==> src/rtl/clk_ctrl_pkg.sv <==
// Shared types and defaults for the CPU clock controller: FSM state encoding,
// default widths and the burst-length saturation helper.
package clk_ctrl_pkg;

  typedef enum logic [1:0] {
    IDLE  = 2'd0,
    RUN   = 2'd1,
    BURST = 2'd2,
    HALT  = 2'd3
  } clk_state_t;

  localparam int DIV_WIDTH_DEF  = 24;
  localparam int STEP_WIDTH_DEF = 16;
  localparam int ADDR_WIDTH_DEF = 8;
  localparam int NUM_BP_DEF     = 2;

  // A burst of zero pulses is meaningless, so the minimum burst is one pulse.
  function automatic logic [31:0] sat_one(input logic [31:0] len);
    sat_one = (len == 32'd0) ? 32'd1 : len;
  endfunction

endpackage

==> src/rtl/clk_bp_match.sv <==
// Combinational address breakpoint comparator array; hit[i] is set when
// breakpoint i is enabled and its address equals the current CPU address.
module clk_bp_match #(
  parameter int NUM_BP     = 2,
  parameter int ADDR_WIDTH = 8
) (
  input  logic [NUM_BP*ADDR_WIDTH-1:0] bp_addr,
  input  logic [NUM_BP-1:0]            bp_valid,
  input  logic [ADDR_WIDTH-1:0]        cpu_addr,
  output logic [NUM_BP-1:0]            hit
);

  always_comb begin
    hit = '0;
    for (int i = 0; i < NUM_BP; i++) begin
      hit[i] = bp_valid[i] && (cpu_addr == bp_addr[i*ADDR_WIDTH +: ADDR_WIDTH]);
    end
  end

endmodule

==> src/rtl/cpu_clock_controller.sv <==
// Board-clock CPU clock manager: issues one-cycle enable pulses in free-run,
// N-step burst or breakpoint-halted modes, with status for the probe bus.
module cpu_clock_controller
  import clk_ctrl_pkg::*;
#(
  parameter int DIV_WIDTH  = DIV_WIDTH_DEF,
  parameter int STEP_WIDTH = STEP_WIDTH_DEF,
  parameter int ADDR_WIDTH = ADDR_WIDTH_DEF,
  parameter int NUM_BP     = NUM_BP_DEF
) (
  input  logic                         clk,
  input  logic                         rst,
  input  logic                         clk_auto_en,
  input  logic                         clk_step,
  input  logic [DIV_WIDTH-1:0]         div_value,
  input  logic [STEP_WIDTH-1:0]        burst_len,
  input  logic [NUM_BP*ADDR_WIDTH-1:0] bp_addr,
  input  logic [NUM_BP-1:0]            bp_valid,
  input  logic                         bp_clear,
  input  logic [ADDR_WIDTH-1:0]        cpu_addr,
  output logic                         clk_en,
  output logic                         clk_toggle,
  output logic [1:0]                   state,
  output logic [NUM_BP-1:0]            halted_bp,
  output logic [31:0]                  tick_count
);

  localparam logic [DIV_WIDTH-1:0]  DIV_ONE  = 1;
  localparam logic [STEP_WIDTH-1:0] STEP_ONE = 1;

  clk_state_t              state_q, state_d;
  logic [DIV_WIDTH-1:0]    div_cnt_q, div_cnt_d;
  logic [STEP_WIDTH-1:0]   remaining_q, remaining_d;
  logic                    skip_bp_q, skip_bp_d;
  logic [NUM_BP-1:0]       halted_bp_q, halted_bp_d;
  logic                    step_q;
  logic                    step_rise;
  logic                    pulse_due;
  logic                    pulse;
  logic                    bp_stop;
  logic [NUM_BP-1:0]       hit;
  logic [STEP_WIDTH-1:0]   burst_init;

  clk_bp_match #(
    .NUM_BP     (NUM_BP),
    .ADDR_WIDTH (ADDR_WIDTH)
  ) u_bp_match (
    .bp_addr  (bp_addr),
    .bp_valid (bp_valid),
    .cpu_addr (cpu_addr),
    .hit      (hit)
  );

  assign step_rise  = clk_step & ~step_q;
  assign pulse_due  = (div_cnt_q >= div_value);
  assign bp_stop    = |(hit & ~{NUM_BP{skip_bp_q}});
  assign burst_init = STEP_WIDTH'(sat_one(32'(burst_len)));

  always_comb begin
    state_d     = state_q;
    div_cnt_d   = div_cnt_q;
    remaining_d = remaining_q;
    skip_bp_d   = skip_bp_q;
    halted_bp_d = halted_bp_q;
    pulse       = 1'b0;

    case (state_q)
      IDLE: begin
        div_cnt_d = '0;
        if (clk_auto_en) begin
          state_d = RUN;
        end else if (step_rise) begin
          state_d     = BURST;
          remaining_d = burst_init;
        end
      end

      RUN: begin
        if (!clk_auto_en) begin
          state_d   = IDLE;
          div_cnt_d = '0;
        end else if (pulse_due) begin
          div_cnt_d = '0;
          if (bp_stop) begin
            state_d     = HALT;
            halted_bp_d = hit;
          end else begin
            pulse = 1'b1;
          end
        end else begin
          div_cnt_d = div_cnt_q + DIV_ONE;
        end
      end

      BURST: begin
        if (clk_auto_en) begin
          state_d     = RUN;
          remaining_d = '0;
          div_cnt_d   = '0;
        end else if (pulse_due) begin
          div_cnt_d = '0;
          if (bp_stop) begin
            state_d     = HALT;
            halted_bp_d = hit;
          end else begin
            pulse       = 1'b1;
            remaining_d = remaining_q - STEP_ONE;
            if (remaining_q <= STEP_ONE) state_d = IDLE;
          end
        end else begin
          div_cnt_d = div_cnt_q + DIV_ONE;
        end
      end

      HALT: begin
        div_cnt_d = '0;
        // Clear wins over step; either exit arms the one-shot breakpoint bypass.
        if (bp_clear) begin
          state_d     = IDLE;
          halted_bp_d = '0;
          skip_bp_d   = 1'b1;
        end else if (step_rise) begin
          state_d     = BURST;
          remaining_d = burst_init;
          skip_bp_d   = 1'b1;
          halted_bp_d = '0;
        end
      end

      default: state_d = IDLE;
    endcase

    if (pulse) skip_bp_d = 1'b0;
  end

  always_ff @(posedge clk) begin
    if (rst) begin
      state_q     <= IDLE;
      div_cnt_q   <= '0;
      remaining_q <= '0;
      skip_bp_q   <= 1'b0;
      halted_bp_q <= '0;
      step_q      <= 1'b1;
      clk_en      <= 1'b0;
      clk_toggle  <= 1'b0;
      tick_count  <= '0;
    end else begin
      state_q     <= state_d;
      div_cnt_q   <= div_cnt_d;
      remaining_q <= remaining_d;
      skip_bp_q   <= skip_bp_d;
      halted_bp_q <= halted_bp_d;
      step_q      <= clk_step;
      clk_en      <= pulse;
      clk_toggle  <= clk_toggle ^ pulse;
      tick_count  <= tick_count + {31'd0, pulse};
    end
  end

  assign state     = state_q;
  assign halted_bp = halted_bp_q;

endmodule
==> config.mk <==
export PLATFORM = sky130hd
export DESIGN_NAME = cpu_clock_controller
export DESIGN_NICKNAME = d
export VERILOG_FILES = /design/src/rtl/clk_ctrl_pkg.sv /design/src/rtl/clk_bp_match.sv /design/src/rtl/cpu_clock_controller.sv
export SDC_FILE = /design/constraint.sdc
export NUM_CORES = 1
export LEC_CHECK = 0
export BUFFER_PORTS_ARGS = -buffer_cell sky130_fd_sc_hd__buf_2
export CORE_MARGIN = 2
export CORE_UTILIZATION = 49
export DETAILED_ROUTE_END_ITERATION = 10
export GPL_TIMING_DRIVEN = 1
export PLACE_DENSITY = 0.76
export SLEW_MARGIN = 25
export SYNTH_ARGS = -nofsm -noshare
export SYNTH_HDL_FRONTEND = slang
export SYNTH_HIERARCHICAL = 1
export SYNTH_SLANG_ARGS = --single-unit
==> constraint.sdc <==
create_clock -name clk -period 3.6 [get_ports clk]
set_clock_uncertainty 0.2 [all_clocks]
set_input_delay 0.54 -clock clk [delete_from_list [all_inputs] [get_ports clk]]
set_output_delay 0.54 -clock clk [all_outputs]
set_load 0.02 [all_outputs]
---- Yosys cells after proc, flatten, opt, wreduce, memory -nomap -nowiden ----
Cells that the tools add are included.
cells by class
  add/subtract/negate cells ............... 3
  order comparisons ....................... 2
  equality and inequality tests ........... 15
  multiplexer cells ....................... 37
  bitwise operators ....................... 5
  reduce and logical (&&, ||, !) cells .... 14
operators by type and width
  kind                                                                    count
  16-bit two-way mux                                                      7
  24-bit two-way mux                                                      3
  24-bit one-hot mux with 3 select lines                                  1
  16-bit one-hot mux with 3 select lines                                  1
  32-bit by 1-bit adder with 32-bit output                                1
  2-bit two-way mux                                                       16
  24-bit by 1-bit adder with 24-bit output, second input constant         1
  24-bit greater-or-equal comparator                                      1
  8-bit == test                                                           2
  16-bit by 1-bit <= comparator with 1-bit output, second input constant  1
  16-bit logical NOT                                                      1
  16-bit by 1-bit subtractor with 16-bit output, second input constant    1
  3-bit inequality test, second input constant                            5
  2-bit inequality test, second input constant                            4
  2-bit one-hot mux with 4 select lines                                   1
  4-bit AND reduction                                                     2
  1-bit two-way mux                                                       6
  2-bit one-hot mux with 3 select lines                                   1
  3-bit nonzero test                                                      2
  2-bit OR reduction                                                      3
  5-bit AND reduction                                                     1
  2-bit == test, second input constant                                    2
  4-bit inequality test, second input constant                            1
  2-bit AND                                                               1
  10 further kinds                                                        11
storage, ports and cells
  flip-flop bits (word level) ............. 80

---- Depth between registers and ports, before layout ----
Gate-level depths: netlist of the first run.
  depth in word-level cells ............... 9
  depth in mapped cells ................... 17

---- By module ----
Netlist of the first run, hierarchy kept.
modules (own cells, without submodules)
  module                instances  cells each  area each (um^2)  sequential area each (um^2)
  cpu_clock_controller  1          555         4566.9            1601.5
  clk_bp_match          1          24          190.2             0.0

---- Worst setup path after synthesis of the first run ----
Ideal clock, no wire load.
  path type ............................... input -> register
  start point ............................. input div_value[22]
  end point ............................... register tick_count[27]
  library setup time ...................... 0.128 ns
  arrival time ............................ 3.239 ns
  required time ........................... 3.272 ns
  slack ................................... 0.034 ns
  stages on the path ...................... 16
  path through ............................ inv_1 -> ha_1 -> nand4_1 -> or2_1 -> nor3_1 -> o21ai_1 -> a21oi_1 -> ha_1 -> and2_1 -> and4_1 -> clkbuf_1 -> nand3_1 -> nor2_1 -> nand3_1 -> xor2_1 -> nor2_1
between the ends
  cells in the longest elaborated chain, start to end .. 5
  elaborated cells between the ends (all ways) .. 6
  those cells by class .................... add/sub: 1; order compare: 1; mux: 4
ends and longest elaborated chain
  element                                       RTL line                                                source
  start: declaration                            cpu_clock_controller.sv:15                              input logic [DIV_WIDTH-1:0] div_value,
  24-bit greater-or-equal comparator (*)        cpu_clock_controller.sv:55                              assign pulse_due = (div_cnt_q >= div_value);
  1-bit two-way mux (*)                         cpu_clock_controller.sv:82                              end else if (pulse_due) begin
  1-bit two-way mux, on equally long branches   cpu_clock_controller.sv:96, cpu_clock_controller.sv:79
  1-bit one-hot mux with 2 select lines (*)     cpu_clock_controller.sv:67                              case (state_q)
  named net pulse                               cpu_clock_controller.sv:39                              logic pulse;
  32-bit by 1-bit adder with 32-bit output (*)  cpu_clock_controller.sv:156                             tick_count <= tick_count + {31'd0, pulse};
  end signal: assignment                        cpu_clock_controller.sv:156
  end: declaration                              cpu_clock_controller.sv:25                              output logic [31:0] tick_count
Mark *: on every way through the listed nets, which the timed path passes. The rest lies on a longest branch.
A chain may end at the register's enable or synchronous reset.

---- Worst setup path after layout of the first run ----
  start point ............................. register div_cnt_q[21]
  end point ............................... register tick_count[29]
between the ends
  cells in the longest elaborated chain, start to end .. 5
  elaborated cells between the ends (all ways) .. 6
  those cells by class .................... add/sub: 1; order compare: 1; mux: 4
ends and longest elaborated chain
  element                                       RTL line                                                source
  start: declaration                            cpu_clock_controller.sv:32                              logic [DIV_WIDTH-1:0] div_cnt_q, div_cnt_d;
  start signal: assignment                      cpu_clock_controller.sv:149                             div_cnt_q <= div_cnt_d;
  24-bit greater-or-equal comparator (*)        cpu_clock_controller.sv:55
  1-bit two-way mux (*)                         cpu_clock_controller.sv:82
  1-bit two-way mux, on equally long branches   cpu_clock_controller.sv:96, cpu_clock_controller.sv:79
  1-bit one-hot mux with 2 select lines (*)     cpu_clock_controller.sv:67
  named net pulse                               cpu_clock_controller.sv:39
  32-bit by 1-bit adder with 32-bit output (*)  cpu_clock_controller.sv:156
Marked as above.

==> results of run 1 <==
-- cell usage in the layout (no fill, tap or decap), drive strengths merged, types with 15 or more instances in the layout --
| master | count |
|---|---|
| inv | 40 |
| buf | 123 |
| dfxtp | 80 |
| nand4 | 17 |
| a21oi | 23 |
| nor2 | 85 |
| xor2 | 40 |
| o21ai | 25 |
| nor3 | 15 |
| xnor2 | 32 |
| nand3 | 25 |
| ha | 34 |
| nand2 | 49 |
-- power breakdown --
group | total, W | leakage (nW) | switching [W] | internal (W)
Clock | 0.000709 | 0.103 | 0.000373 | 0.000336
Combinational | 0.000742 | 1.79 | 0.000440 | 0.000302
Sequential | 0.000990 | 0.646 | 0.0000571 | 0.000933
Total | 0.00244 | 2.54 | 0.000871 | 0.00157
-- path summary, 6_finish.rpt --
path	from	to	slack, ps	cells past startpoint
hold reg to reg	div_cnt_q[0]	div_cnt_q[0]	290	1
hold / removal	clk_step	step_q	190	2
setup / recovery	div_cnt_q[21]	tick_count[29]	280	14
setup reg to reg	div_cnt_q[21]	tick_count[29]	280	14
-- final cells by class --
cell class,instances,area [µm²],share of cell area (%)
Multi-Input combinational cell,446,2944,51.62
Sequential cell,80,1602,28.08
Clock buffer,9,123.9,2.172
Timing Repair Buffer,123,653.1,11.45
Inverter,36,135.1,2.369
Tap cell,129,161.4,2.830
Clock inverter,7,83.83,1.470
-- state kept, by name, summed over array words and instances, names as in the netlist --
signal	flops
halted_bp	2
tick_count	32
skip_bp_q	1
clk_en	1
remaining_q	16
step_q	1
div_cnt_q	24
clk_toggle	1
state	2
-- metal layers --
layer / vias to the layer above / wire [µm] / GRT usage (%)
met5: - / 0 / 0
met4: 0 / 140 / 6.564
met3: 15 / 567 / 4.203
met2: 135 / 5851 / 40.72
met1: 2071 / 5031 / 27.52
li1: 2255 / - / -
-- worst max-delay path: cells and delay by family (launching register included) --
kind | cells | cell delay, ps
DFF | 1 | 360
and+or+nand+nor | 9 | 1600
xor gates and xnor gates | 1 | 170
adders and majority gates | 2 | 510
AOI/OAI and AO/OA | 2 | 350
-- kinds of logic after synthesis --
group	share of synthesized area (%)
AO/OA/AOI/OAI	15.39
XOR/XNOR	13.26
adder cells (fa/ha/maj)	8.943
buffers and inverters	4.497
flip-flops	33.67
AND/OR/NAND/NOR	24.25
-- through the flow --
| step | TNS, ps | std cells |
|---|---|---|
| after floorplan | 0 | 579 |
| after global placement | 0 | 814 |
| after detailed placement | -79.68 | 814 |
| after CTS | 0 | 830 |
| after global routing | -26.53 | 830 |
| final | 0 | 830 |
==> summary.txt, run 1 <==
Timing
  • Hold_ws: 191.8 ps
  • Max Slew Vio Count: 0
  • Fmax: 301.5 MHz
  • Crit path time final: 3317 ps
  • Period Utilization, post-route: 92.15%
  • RSZ-0062 raised after global routing: true
  • Setup violators final: 0
  • Headroom to the max-slew limit: 62.02%
  • Worst-Margin Slew: 566.2 ps
  • Setup ws final: around 280 ps
  • Final Hold Fails: 0

Clock network
  • # clock sinks: 80
  • Num CTS Buffers: 9
  • Root buf cell: clkbuf_8
  • CTS HTree Levels: 3
  • Reg clk slew, reported paths: 90 ps
  • Cells resized by post-CTS repair: 0
  • Post-CTS Setup Inserts: 0
  • Clock Latency Late Sink: 340 ps
  • CTS max path bufs: 2
  • CTS tree: built
  • CTS Hold Bufs: 0

Route
  • Drt pass-1 iters: 4
  • Detailed-route via count: 4476
  • Post-route ant nets: 0
  • Routed len/inst: 13.97 µm
  • Total routed wirelength: approximately 12 mm
  • DRT iter0 DRCs: 127
  • Routed vias/inst: 5.393
  • Residual DRC count: 0

Critical path
  • Crit. End Element: flop
  • CP Launch Type: flop
  • Worst Path Arrival: 3340 ps
  • Worst setup path category: flop to flop
  • CP max stage delay: about 360 ps
  • Slowest-stage cell, CP: dfxtp_1
  • Worst EP required: 3620 ps
  • Critical Path, Cell by Cell: ha_1, nand4_1, or2_1, nor3_1, o21ai_1, a21oi_1, ha_1, and2_1, and4_1, nand3_1, nor2_2, nand3_1, xor2_1, nor2_1
  • Maximum fanout along the worst path: 4

Pwr
  • Cell Pwr Density: roughly 430 mW/mm²
  • Final Power: 0.002441 W
  • Peak supply drop: about 300 µV
  • LEAKAGE: 2.535 nW

Logic synthesis
  • Synthesized Nets: 684
  • Post-synth EDFFs: 0
  • Synth Cell Area: around 0.0048 mm²
  • Ys async rst share: 0%
  • Primary FF master, synth: dfxtp_1
  • Mapped Cells: 579
  • Top cells by area, synth: dfxtp_1 (34%), ha_1 (8.9%), xor2_1 (7.4%), nor2_1 (6.5%), xnor2_1 (5.9%)
  • Avg Inst Size Synth: about 8 µm²
  • Yosys reg bits: 80
  • YS warnings: 6
  • Netlist cell types: 61
  • Seq/Total Area, Yosys: 33.67%
  • Most frequent cell after synthesis: nor2_1
  • Yosys top cell area share: approximately a third
  • Synth top cells by count: nor2_1 (83), dfxtp_1 (80), nand2_1 (49), xor2_1 (40)
  • Post-synth top area cell: dfxtp_1

Global route
  • Initial antenna violation count: 0
  • GRT Total Usage: a little under a quarter
  • Largest net degree at the start of global routing: a little under 50
  • Vias in the first global route: 4346
  • First-pass GRT wire length: 19.30 mm
  • Grt ovf: 0

Status
  • Outcome: completed

Finish
  • Layout cells sized above 1: 22.25%
  • Filler instances: 849
  • Area growth from synthesis to layout: 19.88%
  • Ant diodes: 0
  • Nets: 801
  • Post-route cell area: 0.005703 mm²
  • Fin util: 61.14%

Floorplan
  • Die ar.: 0.01051 mm²
  • Die X: 102.5 µm
  • Starting density of the core: 51.00%
  • Row count: 35
  • # IOs: 109
  • Chip height: roughly 100 µm
  • Core area: approximately 0.0093 mm²

Hold path
  • Min-Delay Path Class: primary input to flop

Placed design
  • PortBufs: 108
  • Placed cell area: around 0.0055 mm²
  • Place WS: -64.22 ps
  • Gp weighted congestion: between 0.8 and 0.9
  • Final HPWL DP: between 9 and 10 mm

Job
  • Maxcap violations: 0
(Power assumes the default switching activity.)
==> run 2: changes to the inputs <==
--- a/config.mk
+++ b/config.mk
@@ -5,7 +5,7 @@
 export SDC_FILE = /design/constraint.sdc
 export NUM_CORES = 1
 export LEC_CHECK = 0
-export BUFFER_PORTS_ARGS = -buffer_cell sky130_fd_sc_hd__buf_2
+export BUFFER_PORTS_ARGS = -buffer_cell sky130_fd_sc_hd__clkbuf_2
 export CORE_MARGIN = 2
 export CORE_UTILIZATION = 49
 export DETAILED_ROUTE_END_ITERATION = 10
==> constraint.sdc (replaced) <==
create_clock -name clk -period 2.8 [get_ports clk]
set_clock_uncertainty 0.2 [all_clocks]
set_input_delay 0.42 -clock clk [delete_from_list [all_inputs] [get_ports clk]]
set_output_delay 0.42 -clock clk [all_outputs]
set_load 0.02 [all_outputs]
==> run 2 against run 1 <==
  * Critical endpoint is now tick_count[23]
  * Non-clock buffer count increased by 47
  * The run now ends with setup timing left
  * Clock-buffer cell count unchanged
  * Die area unchanged
  * Sequential share of layout area decreased by 3.1 points
==> summary.txt, run 2 (synthesis results as in run 1) <==
Finish
  • Biggest registers after layout: tick_count: 32 flops, div_cnt_q: 24 flops, remaining_q: 16 flops
  • Ant diodes: 0 (unchanged)
  • Nets: 848 (+5.9%)
  • Largest register by flop count: tick_count
  • Final Non-Filler Cells: 877 (+5.7%)
  • Filler instances: 754 (-11%)
  • Post-route cell area: 0.006457 mm² (+13%)
  • Max FFs per register: 32 (unchanged)
  • Commonest cells after routing, fill and taps aside: clkbuf_2 (108), nor2_1 (79), dfxtp_1 (69), buf_4 (58), nand2_1 (44)
  • Sequential Area: 0.001615 mm² (+0.86%)
  • Layout cells sized above 1: 35.96% (+14 points)
  • Most common cell after layout, fill and taps aside: clkbuf_2
  • Fin util: 69.23% (+8.1 points)
  • Area growth from synthesis to layout: 35.74%
  • Footprint of the multi-input gates: 0.003272 mm² (+11%)

Clock network
  • CTS tree: built
  • CTS max path bufs: 2 (unchanged)
  • Clock Latency Late Sink: 360 ps (+20 ps)
  • Root buf cell: clkbuf_8
  • Num CTS Buffers: 9 (unchanged)
  • Reg clk slew, reported paths: 90 ps (about the same)
  • CTS Hold Bufs: 0 (unchanged)
  • CTS HTree Levels: 3 (unchanged)
  • # clock sinks: 80 (unchanged)

Timing
  • Worst-Margin Slew: 569.4 ps (+3.231 ps)
  • Crit path time final: 2932 ps (-385.7 ps)
  • Setup violators final: 14 (+14)
  • Period Utilization, post-route: 104.7% (+13 points)
  • Setup TNS: -854.7 ps (-854.7 ps)
  • RSZ-0062 raised after global routing: true
  • Headroom to the max-slew limit: 61.81% (-0.22 points)
  • Setup ws final: -131.6 ps (-414.3 ps)
  • Max Slew Vio Count: 0 (unchanged)
  • Final Hold Fails: 0 (unchanged)
  • Fmax: 341.1 MHz (+13%)

Global route
  • Grt ovf: 0 (unchanged)
  • Vias in the first global route: 4682 (+7.7%)
  • Largest net degree at the start of global routing: 49 (unchanged)
  • Initial antenna violation count: 0 (unchanged)
  • GRT Total Usage: 24.05% (+1.4 points)
  • First-pass GRT wire length: 20.36 mm (+5.5%)

Route
  • Post-route ant nets: 0 (unchanged)
  • Residual DRC count: 0 (unchanged)
  • Total routed wirelength: 12.11 mm (+4.5%)
  • Detailed-route via count: 4707 (+5.2%)
  • Routed vias/inst: 5.367 (-0.47%)
  • Drt pass-1 iters: 4 (unchanged)
  • DRT iter0 DRCs: 135 (+6.3%)
  • Routed len/inst: 13.81 µm (-1.1%)

Pwr
  • Switching power total: 0.001154 W (+33%)
  • Peak supply drop: 391.0 µV (+29%)
  • Sw frac: 34.85% (-0.82 points)
  • Final Power: 0.003312 W (+36%)
  • Part of the power in registers: 38.4% (-2.1 points)
  • Pint: 0.002158 W (+37%)
  • Clock power share: 30.2% (+1.2 points)
  • Cell Pwr Density: 513.0 mW/mm² (+20%)
  • Combinational Power Share: 31.4% (+1.0 points)
  • LEAKAGE: 2.814 nW (+11%)

Critical path
  • Worst setup path category: flop to flop
  • Critical R2R Capture: tick_count[23]
  • Slowest-stage cell, CP: dfxtp_2
  • Crit. End Element: flop
  • R2r worst-path depth: 15 (+1)
  • CP top delay family: simple AND/OR/NAND/NOR gates
  • Worst EP required: 2840 ps (-780 ps)
  • RR Startpoint: div_cnt_q[21]
  • CP max stage delay: 350 ps (about the same)
  • Critical Path, Cell by Cell: ha_4, nand4_1, buf_4, buf_4, a21oi_4, a211oi_4, a21oi_2, ha_2, and2_4, and4_4, nand3_4, nor2_2, nand4_1, xor2_1, nor2_1
  • CP Launch Type: flop
  • Maximum fanout along the worst path: 5 (+1)
  • Worst Path Arrival: 2970 ps (-370 ps)
  • Reg2reg setup slack: -130 ps (-410 ps)
  • Buf+Inv Stages, Crit Path: 2 (+2)

Job
  • Maxcap violations: 0 (unchanged)

Status
  • Failing checks: setup timing
  • Outcome: finished with violations

Floorplan
  • Starting density of the core: 51.00% (unchanged)
  • Row count: 35 (unchanged)
  • Core area: 0.009328 mm² (unchanged)
  • Die X: 102.5 µm (unchanged)
  • Die ar.: 0.01051 mm² (unchanged)
  • # IOs: 109 (unchanged)
  • Chip height: 102.5 µm (unchanged)

Hold path
  • Hold depth: 2 (unchanged)
  • Min-delay src: clk_step
  • Min-Delay Path Class: primary input to flop
  • WHS Endpoint: step_q

Placed design
  • Post-placement cell count: 854 (+4.9%)
  • Gp weighted congestion: 0.9494 (+9.3%)
  • PortBufs: 108 (unchanged)
  • Final HPWL DP: 9.079 mm (+0.65%)
  • Placed cell area: 0.006055 mm² (+10%)
==> run 2: changes by cell type in the layout (fill, tap and decap cells not counted), moves of 9 or more <==
cell	before	now
clkbuf_2	0	108
inv_1	34	22
ha_4	0	12
buf_2	108	0
dfxtp_2	0	11
buf_4	15	58
inv_2	1	10
ha_1	34	20
dfxtp_1	80	69
==> run 2: layout make-up <==
cell class                 instances  area share [%]
clock inverter                     7           1.666
sequential                        80           25.01
inverter                          36           2.286
clock buffer                       9           1.918
tap                              129           2.500
multi-input combinational        446           50.67
timing repair buffer             170           15.95
==> run 2: repair_timing <==
item	CTS	global route
endpoints found under the setup margin	25	26
gates resized for setup	22	15
pin swaps	17	11
setup buffers	4	3
endpoints found under the hold margin	0	0
==> run 2: worst max path at each step <==
| stage | from | to | slack [ps] | depth (start not counted) |
|---|---|---|---|---|
| after detailed placement | div_value[22] | tick_count[27] | -510 | 16 |
| after global routing | div_cnt_q[21] | tick_count[29] | -280 | 15 |
| final | div_cnt_q[21] | tick_count[23] | -130 | 15 |
| after CTS | div_cnt_q[21] | tick_count[27] | -160 | 14 |
| after floorplan | div_value[22] | tick_count[27] | -260 | 16 |
| after global placement | div_value[22] | tick_count[31] | -410 | 16 |
==> run 2: routing by layer <==
metal	global-route usage (%)	part of all wire [%]
met5	0	0
met4	9.538	1.9
met3	4.203	6.4
met2	42.23	49
met1	29.20	42
==> run 2: power by group through the flow <==
stage | logic [W] | registers (W) | clock network [W]
final | 0.00104 | 0.00127 | 0.00100
after global routing | 0.00116 | 0.00128 | 0.00106
after CTS | 0.00103 | 0.00127 | 0.00102
after detailed placement | 0.00102 | 0.00130 | 0
after global placement | 0.000993 | 0.00129 | 0
after floorplan | 0.000698 | 0.00130 | 0
==> run 2: per-stage QoR <==
step,hold WS [ps],setup WS [ps]
finish,97.77,-131.6
detailed placement,284.8,-512.8
global route,88.86,-276.3
CTS,77.81,-157.3
global placement,271.2,-410.0
floorplan,229.7,-264.5
==> run 2: worst reg2reg max path, cell delays in order (launching register included) <==
cell,delay (ps)
dfxtp_2,350
ha_4,260
nand4_1,110
buf_4,160
buf_4,130
a21oi_4,160
a211oi_4,70
a21oi_2,170
ha_2,220
and2_4,150
and4_4,250
nand3_4,110
nor2_2,120
nand4_1,130
xor2_1,170
nor2_1,50
